$ cat src/rtl/sync_fifo_param_if.sv
// Producer/consumer-facing signal bundle for sync_fifo_param.
// The master side drives requests and data; the slave side is the FIFO itself.
interface sync_fifo_param_if #(
  parameter int FIFO_WIDTH = 16,
  parameter int FIFO_DEPTH = 8
);
  localparam int CW = $clog2(FIFO_DEPTH + 1);

  logic                  clr;
  logic [FIFO_WIDTH-1:0] data_in;
  logic                  wr_en;
  logic                  rd_en;
  logic [FIFO_WIDTH-1:0] data_out;
  logic                  wr_ack;
  logic                  overflow;
  logic                  underflow;
  logic                  full;
  logic                  empty;
  logic                  almostfull;
  logic                  almostempty;
  logic [CW-1:0]         count;

  modport master (
    output clr, data_in, wr_en, rd_en,
    input  data_out, wr_ack, overflow, underflow,
    input  full, empty, almostfull, almostempty, count
  );

  modport slave (
    input  clr, data_in, wr_en, rd_en,
    output data_out, wr_ack, overflow, underflow,
    output full, empty, almostfull, almostempty, count
  );
endinterface

$ cat src/rtl/sync_fifo_param.sv
// Parametrised single-clock FIFO with occupancy count, thresholds, synchronous
// flush and optional first-word-fall-through read data.
module sync_fifo_param #(
  parameter int FIFO_WIDTH = 16,
  parameter int FIFO_DEPTH = 8,
  parameter int AF_MARGIN  = 1,
  parameter int AE_MARGIN  = 1,
  parameter int FWFT       = 0
) (
  input  logic             clk,
  input  logic             rst_n,
  sync_fifo_param_if.slave bus
);
  localparam int CW = $clog2(FIFO_DEPTH + 1);
  localparam int AW = $clog2(FIFO_DEPTH);

  localparam logic [AW-1:0] LAST_IDX = AW'(FIFO_DEPTH - 1);
  localparam logic [CW-1:0] DEPTH_C  = CW'(FIFO_DEPTH);
  localparam logic [CW-1:0] AF_LEVEL = CW'(FIFO_DEPTH - AF_MARGIN);
  localparam logic [CW-1:0] AE_LEVEL = CW'(AE_MARGIN);

  logic [FIFO_WIDTH-1:0] mem [FIFO_DEPTH];
  logic [AW-1:0]         wr_ptr;
  logic [AW-1:0]         rd_ptr;
  logic [CW-1:0]         count_q;
  logic [CW-1:0]         count_nxt;
  logic                  full;
  logic                  empty;
  logic                  wr_acc;
  logic                  rd_acc;
  logic                  wr_ack_q;
  logic                  overflow_q;
  logic                  underflow_q;
  logic [FIFO_WIDTH-1:0] dout;

  // Explicit wrap so depths that are not a power of two never index past the end.
  function automatic logic [AW-1:0] ptr_inc(input logic [AW-1:0] p);
    return (p == LAST_IDX) ? '0 : p + AW'(1);
  endfunction

  assign full   = (count_q == DEPTH_C);
  assign empty  = (count_q == '0);
  assign wr_acc = bus.wr_en & ~full  & ~bus.clr;
  assign rd_acc = bus.rd_en & ~empty & ~bus.clr;

  always_comb begin
    // NOTE: default first so every path assigns count_nxt and no latch is inferred.
    count_nxt = count_q;
    if (wr_acc && !rd_acc)
      count_nxt = count_q + CW'(1);
    else if (rd_acc && !wr_acc)
      count_nxt = count_q - CW'(1);
  end

  // NOTE: non-blocking assignments keep every register reading pre-edge values.
  always_ff @(posedge clk or negedge rst_n) begin
    if (!rst_n) begin
      wr_ptr      <= '0;
      rd_ptr      <= '0;
      count_q     <= '0;
      wr_ack_q    <= 1'b0;
      overflow_q  <= 1'b0;
      underflow_q <= 1'b0;
    end else if (bus.clr) begin
      wr_ptr      <= '0;
      rd_ptr      <= '0;
      count_q     <= '0;
      wr_ack_q    <= 1'b0;
      overflow_q  <= 1'b0;
      underflow_q <= 1'b0;
    end else begin
      if (wr_acc) wr_ptr <= ptr_inc(wr_ptr);
      if (rd_acc) rd_ptr <= ptr_inc(rd_ptr);
      count_q     <= count_nxt;
      wr_ack_q    <= wr_acc;
      overflow_q  <= bus.wr_en & full;
      underflow_q <= bus.rd_en & empty;
    end
  end

  // NOTE: storage has no reset; occupancy alone decides which entries are valid.
  always_ff @(posedge clk) begin
    if (wr_acc) mem[wr_ptr] <= bus.data_in;
  end

  generate
    if (FWFT != 0) begin : g_fwft
      // Head entry is always visible; contents are meaningless while empty.
      assign dout = mem[rd_ptr];
    end else begin : g_registered
      logic [FIFO_WIDTH-1:0] dout_q;

      always_ff @(posedge clk or negedge rst_n) begin
        if (!rst_n)
          dout_q <= '0;
        else if (rd_acc)
          dout_q <= mem[rd_ptr];
      end

      assign dout = dout_q;
    end
  endgenerate

  assign bus.data_out    = dout;
  assign bus.wr_ack      = wr_ack_q;
  assign bus.overflow    = overflow_q;
  assign bus.underflow   = underflow_q;
  assign bus.full        = full;
  assign bus.empty       = empty;
  assign bus.almostfull  = (count_q >= AF_LEVEL) & ~full;
  assign bus.almostempty = ~empty & (count_q <= AE_LEVEL);
  assign bus.count       = count_q;
endmodule

$ cat src/flat_wrapper.sv
// flat-port wrapper written by rule: the top's interface ports become plain ports
module sync_fifo_param_flat 
#(
  parameter int FIFO_WIDTH = 16,
  parameter int FIFO_DEPTH = 8,
  parameter int AF_MARGIN  = 1,
  parameter int AE_MARGIN  = 1,
  parameter int FWFT       = 0
)
  (clk, rst_n, bus_clr, bus_data_in, bus_wr_en, bus_rd_en, bus_data_out, bus_wr_ack, bus_overflow, bus_underflow, bus_full, bus_empty, bus_almostfull, bus_almostempty, bus_count);
  sync_fifo_param_if #(.FIFO_WIDTH(FIFO_WIDTH), .FIFO_DEPTH(FIFO_DEPTH)) bus_i ();
  input  logic clk;
  input  logic rst_n;
  input wire logic [$bits(bus_i.clr)-1:0] bus_clr;
  input wire logic [$bits(bus_i.data_in)-1:0] bus_data_in;
  input wire logic [$bits(bus_i.wr_en)-1:0] bus_wr_en;
  input wire logic [$bits(bus_i.rd_en)-1:0] bus_rd_en;
  output wire logic [$bits(bus_i.data_out)-1:0] bus_data_out;
  output wire logic [$bits(bus_i.wr_ack)-1:0] bus_wr_ack;
  output wire logic [$bits(bus_i.overflow)-1:0] bus_overflow;
  output wire logic [$bits(bus_i.underflow)-1:0] bus_underflow;
  output wire logic [$bits(bus_i.full)-1:0] bus_full;
  output wire logic [$bits(bus_i.empty)-1:0] bus_empty;
  output wire logic [$bits(bus_i.almostfull)-1:0] bus_almostfull;
  output wire logic [$bits(bus_i.almostempty)-1:0] bus_almostempty;
  output wire logic [$bits(bus_i.count)-1:0] bus_count;
  assign bus_i.clr = bus_clr;
  assign bus_i.data_in = bus_data_in;
  assign bus_i.wr_en = bus_wr_en;
  assign bus_i.rd_en = bus_rd_en;
  assign bus_data_out = bus_i.data_out;
  assign bus_wr_ack = bus_i.wr_ack;
  assign bus_overflow = bus_i.overflow;
  assign bus_underflow = bus_i.underflow;
  assign bus_full = bus_i.full;
  assign bus_empty = bus_i.empty;
  assign bus_almostfull = bus_i.almostfull;
  assign bus_almostempty = bus_i.almostempty;
  assign bus_count = bus_i.count;
  sync_fifo_param #(.FIFO_WIDTH(FIFO_WIDTH), .FIFO_DEPTH(FIFO_DEPTH), .AF_MARGIN(AF_MARGIN), .AE_MARGIN(AE_MARGIN), .FWFT(FWFT)) u_core (.clk(clk), .rst_n(rst_n), .bus(bus_i));
endmodule
$ cat config.mk
export PLATFORM = sky130hd
export DESIGN_NAME = sync_fifo_param_flat
export DESIGN_NICKNAME = d
export VERILOG_FILES = /design/src/rtl/sync_fifo_param_if.sv /design/src/rtl/sync_fifo_param.sv /design/src/flat_wrapper.sv
export SDC_FILE = /design/constraint.sdc
export NUM_CORES = 1
export LEC_CHECK = 0
export ABC_AREA = 1
export CAP_MARGIN = 20
export CORE_UTILIZATION = 55
export DETAILED_ROUTE_END_ITERATION = 16
export DONT_BUFFER_PORTS = 1
export GPL_TIMING_DRIVEN = 0
export PLACE_DENSITY = 0.71
export SYNTH_ARGS = -nofsm -noshare
export SYNTH_HDL_FRONTEND = slang
export SYNTH_SLANG_ARGS = --single-unit
$ cat constraint.sdc
create_clock -name clk -period 5.5 [get_ports clk]
set_input_delay 0.275 -clock clk [delete_from_list [all_inputs] [get_ports clk]]
set_output_delay 0.275 -clock clk [all_outputs]
set_load 0.02 [all_outputs]
==> results.sh <==
export IMPL_detail_route_first_pass_iterations=5
export IMPL_clock_power_share_pct=34.9
export IMPL_maxSlewViolCount=0
export IMPL_min_path_type="primary input to flip-flop"
export IMPL_nets=639
export IMPL_synth_seq_area_share_pct=70.6
export IMPL_cp_cell_sequence="inv_1 > ha_1 > nand2_2 > nor2_4 > nor2_4 > nand2_1 > nor2_2"
export IMPL_fill_cells=828
export IMPL_diode_insertion_count_for_antenna_repair=0
export IMPL_synth_simple_gate_area_share_pct=18.0
export IMPL_netlist_area_sq_um=6470
export IMPL_max_cap_violations=0
export IMPL_grt_pass1_vias=4195
export IMPL_p_int_mw=2.24
export IMPL_synth_yosys_warnings=0
export IMPL_synth_edf_count=128
export IMPL_max_slew_worst_pin_slew_ns=1.03
export IMPL_synth_compound_area_share_pct=5.98
export IMPL_floorplan_rows=39
export IMPL_track_usage_pct=25.3
export IMPL_p_leak_nw=2.86
export IMPL_net_switching_power_mw=1.05
export IMPL_antenna_violating_nets_post_route=0
export IMPL_route_vias_total=4359
export IMPL_peakVddDrop_mv=0.305
export IMPL_starting_utilization_of_the_core_area_pct=56.7
export IMPL_ys_async_sr_fraction_pct=18.5
export IMPL_hold_viol=0
export IMPL_path_depth=7
export IMPL_yosysMostFrequentCell="nor2_1"
export IMPL_dpl_cell_area_sq_um=6740
export IMPL_crit_path_start_kind="flip-flop"
export IMPL_grt_ovfl_total=0
export IMPL_synth_top_flop_cell="edfxtp_1"
export IMPL_grt_start_max_net_pins=30
export IMPL_synth_top_area_share_pct=59.4
export IMPL_drt_initial_drc_count=477
export IMPL_power_combinational_fraction_pct=19.0
export IMPL_cts_bufs_inserted=17
export IMPL_cp_slowest_stage_delay_ns=0.83
export IMPL_io_pin_count=48
export IMPL_finalClockSkew_ns=0.00817
export IMPL_clock_pin_slew_on_the_worst_setup_and_hold_paths_ns=0.06
export IMPL_die_area_sq_um=12200
export IMPL_switching_share_pct=31.9
export IMPL_rsz0062_at_grt="no"
export IMPL_final_design_area_no_fill_sq_um=7530
export IMPL_outcome="completed"
export IMPL_worstSetupPathType="flip-flop to flip-flop"
export IMPL_path_delay_family="simple AND/OR/NAND/NOR gates"
export IMPL_fp_dieH_um=110
export IMPL_netlist_top_cells_area="edfxtp_1 (59%), dfrtp_1 (11%), nor2_1 (8.2%), o21ai_0 (4.6%), nand3_1 (4.3%)"
export IMPL_fin_crit_sh_pct=53.8
export IMPL_cts_num_sinks=157
export IMPL_via_per_inst=5.69
export IMPL_synth_common_cells="nor2_1 (141), edfxtp_1 (128), nand2_1 (71)"
export IMPL_syn_to_final_growth_pct=16.4
export IMPL_clockRootBuffer="clkbuf_16"
export IMPL_htreeDepth=4
export IMPL_io_buffer_count=0
export IMPL_antenna_violations_before_repair=0
export IMPL_worst_skew_pair_late_latency_ns=0.43
export IMPL_yosys_area_share_xor_xnor_pct=0.271
export IMPL_ff2ff_path_depth=7
export IMPL_post_route_cells_drive_above_1_share_pct=12.4
export IMPL_post_synth_top_area_cell="edfxtp_1"
export IMPL_synthCells=567
export IMPL_crit_required_ns=5.54
export IMPL_fmaxAchievable_ghz=0.338
export IMPL_place_hpwl_um=9010
export IMPL_slew_headroom_pct=31.6
export IMPL_synth_seq_cells=157
export IMPL_worstPathMaxFanout=16
export IMPL_synth_top_family_by_area="simple AND/OR/NAND/NOR gates"
export IMPL_post_route_util_pct=65.9
export IMPL_timing_critical_path_mode_cell="nor2_4"
export IMPL_setup_violations=0
export IMPL_synthAdderAreaFrac_pct=1.55
export IMPL_cts_repair_resize_count=0
export IMPL_crit_slowest_cell="nor2_2"
export IMPL_power_per_cell_area_nw_per_um2=438
export IMPL_drt_drc_violations_left=0
export IMPL_cts_tree="built"
export IMPL_core_sq_um=11400
export IMPL_avgSynthCellArea_sq_um=11.4
export IMPL_fp_dieW_um=110
export IMPL_timing_hold_worst_path_depth=2
export IMPL_final_period_minus_worst_setup_slack_ns=2.96
export IMPL_globalplace_congestion=0.812
export IMPL_setup_total_negative_slack_ns=0
export IMPL_synth_mux_area_fraction_pct=0
export IMPL_routed_wl_um=14600
export IMPL_route_detailed_wl_per_inst_um=19.0
export IMPL_clockBufferDepth=2
export IMPL_synth_lib_cells_used_distinct=30
export IMPL_critical_path_n_buffers_inverters=1
export IMPL_critical_path_endpoint_type="flip-flop"
export IMPL_seq_power_share_pct=46.1
export IMPL_arrival_ns=3.00
export IMPL_postSynthNetCount=596
export IMPL_wire_length_of_the_first_global_routing_pass_um=22600
## power by group through the flow
| stage | clock network [mW] | registers [mW] | logic (mW) |
|---|---|---|---|
| 2_1_floorplan | 0 | 1.53 | 0.432 |
| 3_3_place_gp | 0 | 1.54 | 0.567 |
| 3_5_place_dp | 0 | 1.55 | 0.590 |
| 4_1_cts | 1.16 | 1.52 | 0.621 |
| 5_1_grt | 1.21 | 1.53 | 0.698 |
| 6_report | 1.15 | 1.52 | 0.625 |
## final cells by class
class	count	area [sq um]	share of cell area, %
clock buffers	17	425	5.65
well taps	143	179	2.38
inverters	19	71.3	0.947
clock inverters	15	159	2.11
flip-flops and latches	157	4570	60.7
multi-input cells	362	1690	22.4
repair buffers	24	275	3.66
plain buffers	29	159	2.11
## final timing paths
| check | from | to | slack, ns |
|---|---|---|---|
| max | u_core.bus.count[0] | u_core.mem[2][4] | 2.54 |
| min | bus_wr_en | u_core.bus.overflow | 0.03 |
| max reg2reg | u_core.bus.count[0] | u_core.mem[2][4] | 2.54 |
| min reg2reg | u_core.mem[5][3] | u_core.bus.data_out[3] | 0.59 |
| max in group asynchronous | rst_n | u_core.bus.overflow | 5.01 |
| min in group asynchronous | rst_n | u_core.bus.data_out[3] | 0.32 |
## placed cells by master (no fill, tap or decap), types with 2 or more instances in the layout
cell | netlist | layout
buf_2 | 13 | 13
buf_6 | 2 | 2
buf_8 | 1 | 6
bufinv_16 | 0 | 2
clkbuf_1 | 10 | 10
clkbuf_16 | 0 | 17
clkinv_1 | 1 | 2
clkinvlp_4 | 0 | 5
dfrtp_1 | 29 | 29
dlygate4sd3_1 | 0 | 18
edfxtp_1 | 128 | 128
ha_1 | 8 | 8
inv_1 | 15 | 15
inv_2 | 3 | 3
inv_6 | 0 | 5
nand2_1 | 71 | 71
nand2_2 | 3 | 3
nand2_4 | 2 | 2
nand3_1 | 55 | 55
nor2_1 | 141 | 133
nor2_2 | 1 | 9
nor2_4 | 2 | 2
o21ai_0 | 59 | 59
o21ai_1 | 11 | 11
xnor2_1 | 2 | 2
## sequential cells by signal, indices dropped and copies added (netlist names)
| signal | flops |
|---|---|
| u_core.mem | 128 |
| u_core.bus.data_out | 16 |
| u_core.bus.count | 4 |
| u_core.rd_ptr | 3 |
| u_core.wr_ptr | 3 |
| u_core.bus.overflow | 1 |
| u_core.bus.underflow | 1 |
| u_core.bus.wr_ack | 1 |
## per-stage QoR
stage | power, mW | hold slack [ns] | instances | setup WS, ns
final | 3.29 | 0.0292 | 766 | 2.54
after detailed placement | 2.13 | -0.0199 | 715 | 2.55
after floorplan | 1.96 | -0.0206 | 567 | 2.96
after global routing | 3.44 | 0.0295 | 766 | 2.35
after CTS | 3.30 | 0.0154 | 766 | 2.54
after global placement | 2.11 | -0.0199 | 710 | 2.11
## logic make-up after synthesis
| kind of cell | count (synthesis) |
|---|---|
| AOI/OAI and AO/OA | 74 |
| xor gates and xnor gates | 2 |
| adders and majority gates | 8 |
| buffers and inverters | 48 |
| DFF | 157 |
| and+or+nand+nor | 278 |
## layer usage
| metal | vias to the layer above | routed length, um | track usage [%] |
|---|---|---|---|
| li1 | 2037 | - | - |
| met3 | 23 | 1270 | 6.48 |
| met5 | - | 0 | 0 |
| met4 | 0 | 258 | 11.4 |
| met1 | 2092 | 6120 | 34.2 |
| met2 | 207 | 6910 | 38.8 |
## worst reg2reg max path, cell delays in order, from the launching register on
cell and delay [ns]:
dfrtp_1 0.57, inv_1 0.19, ha_1 0.32, nand2_2 0.11
nor2_4 0.07, nor2_4 0.24, nand2_1 0.25, nor2_2 0.83
## timing repair
action	4_1_cts	5_1_grt
endpoints found under the hold margin	160	0
setup endpoints to repair	0	0
hold buffers	19	0
buffers inserted	0	0
Power figures use the tool's default switching activity.
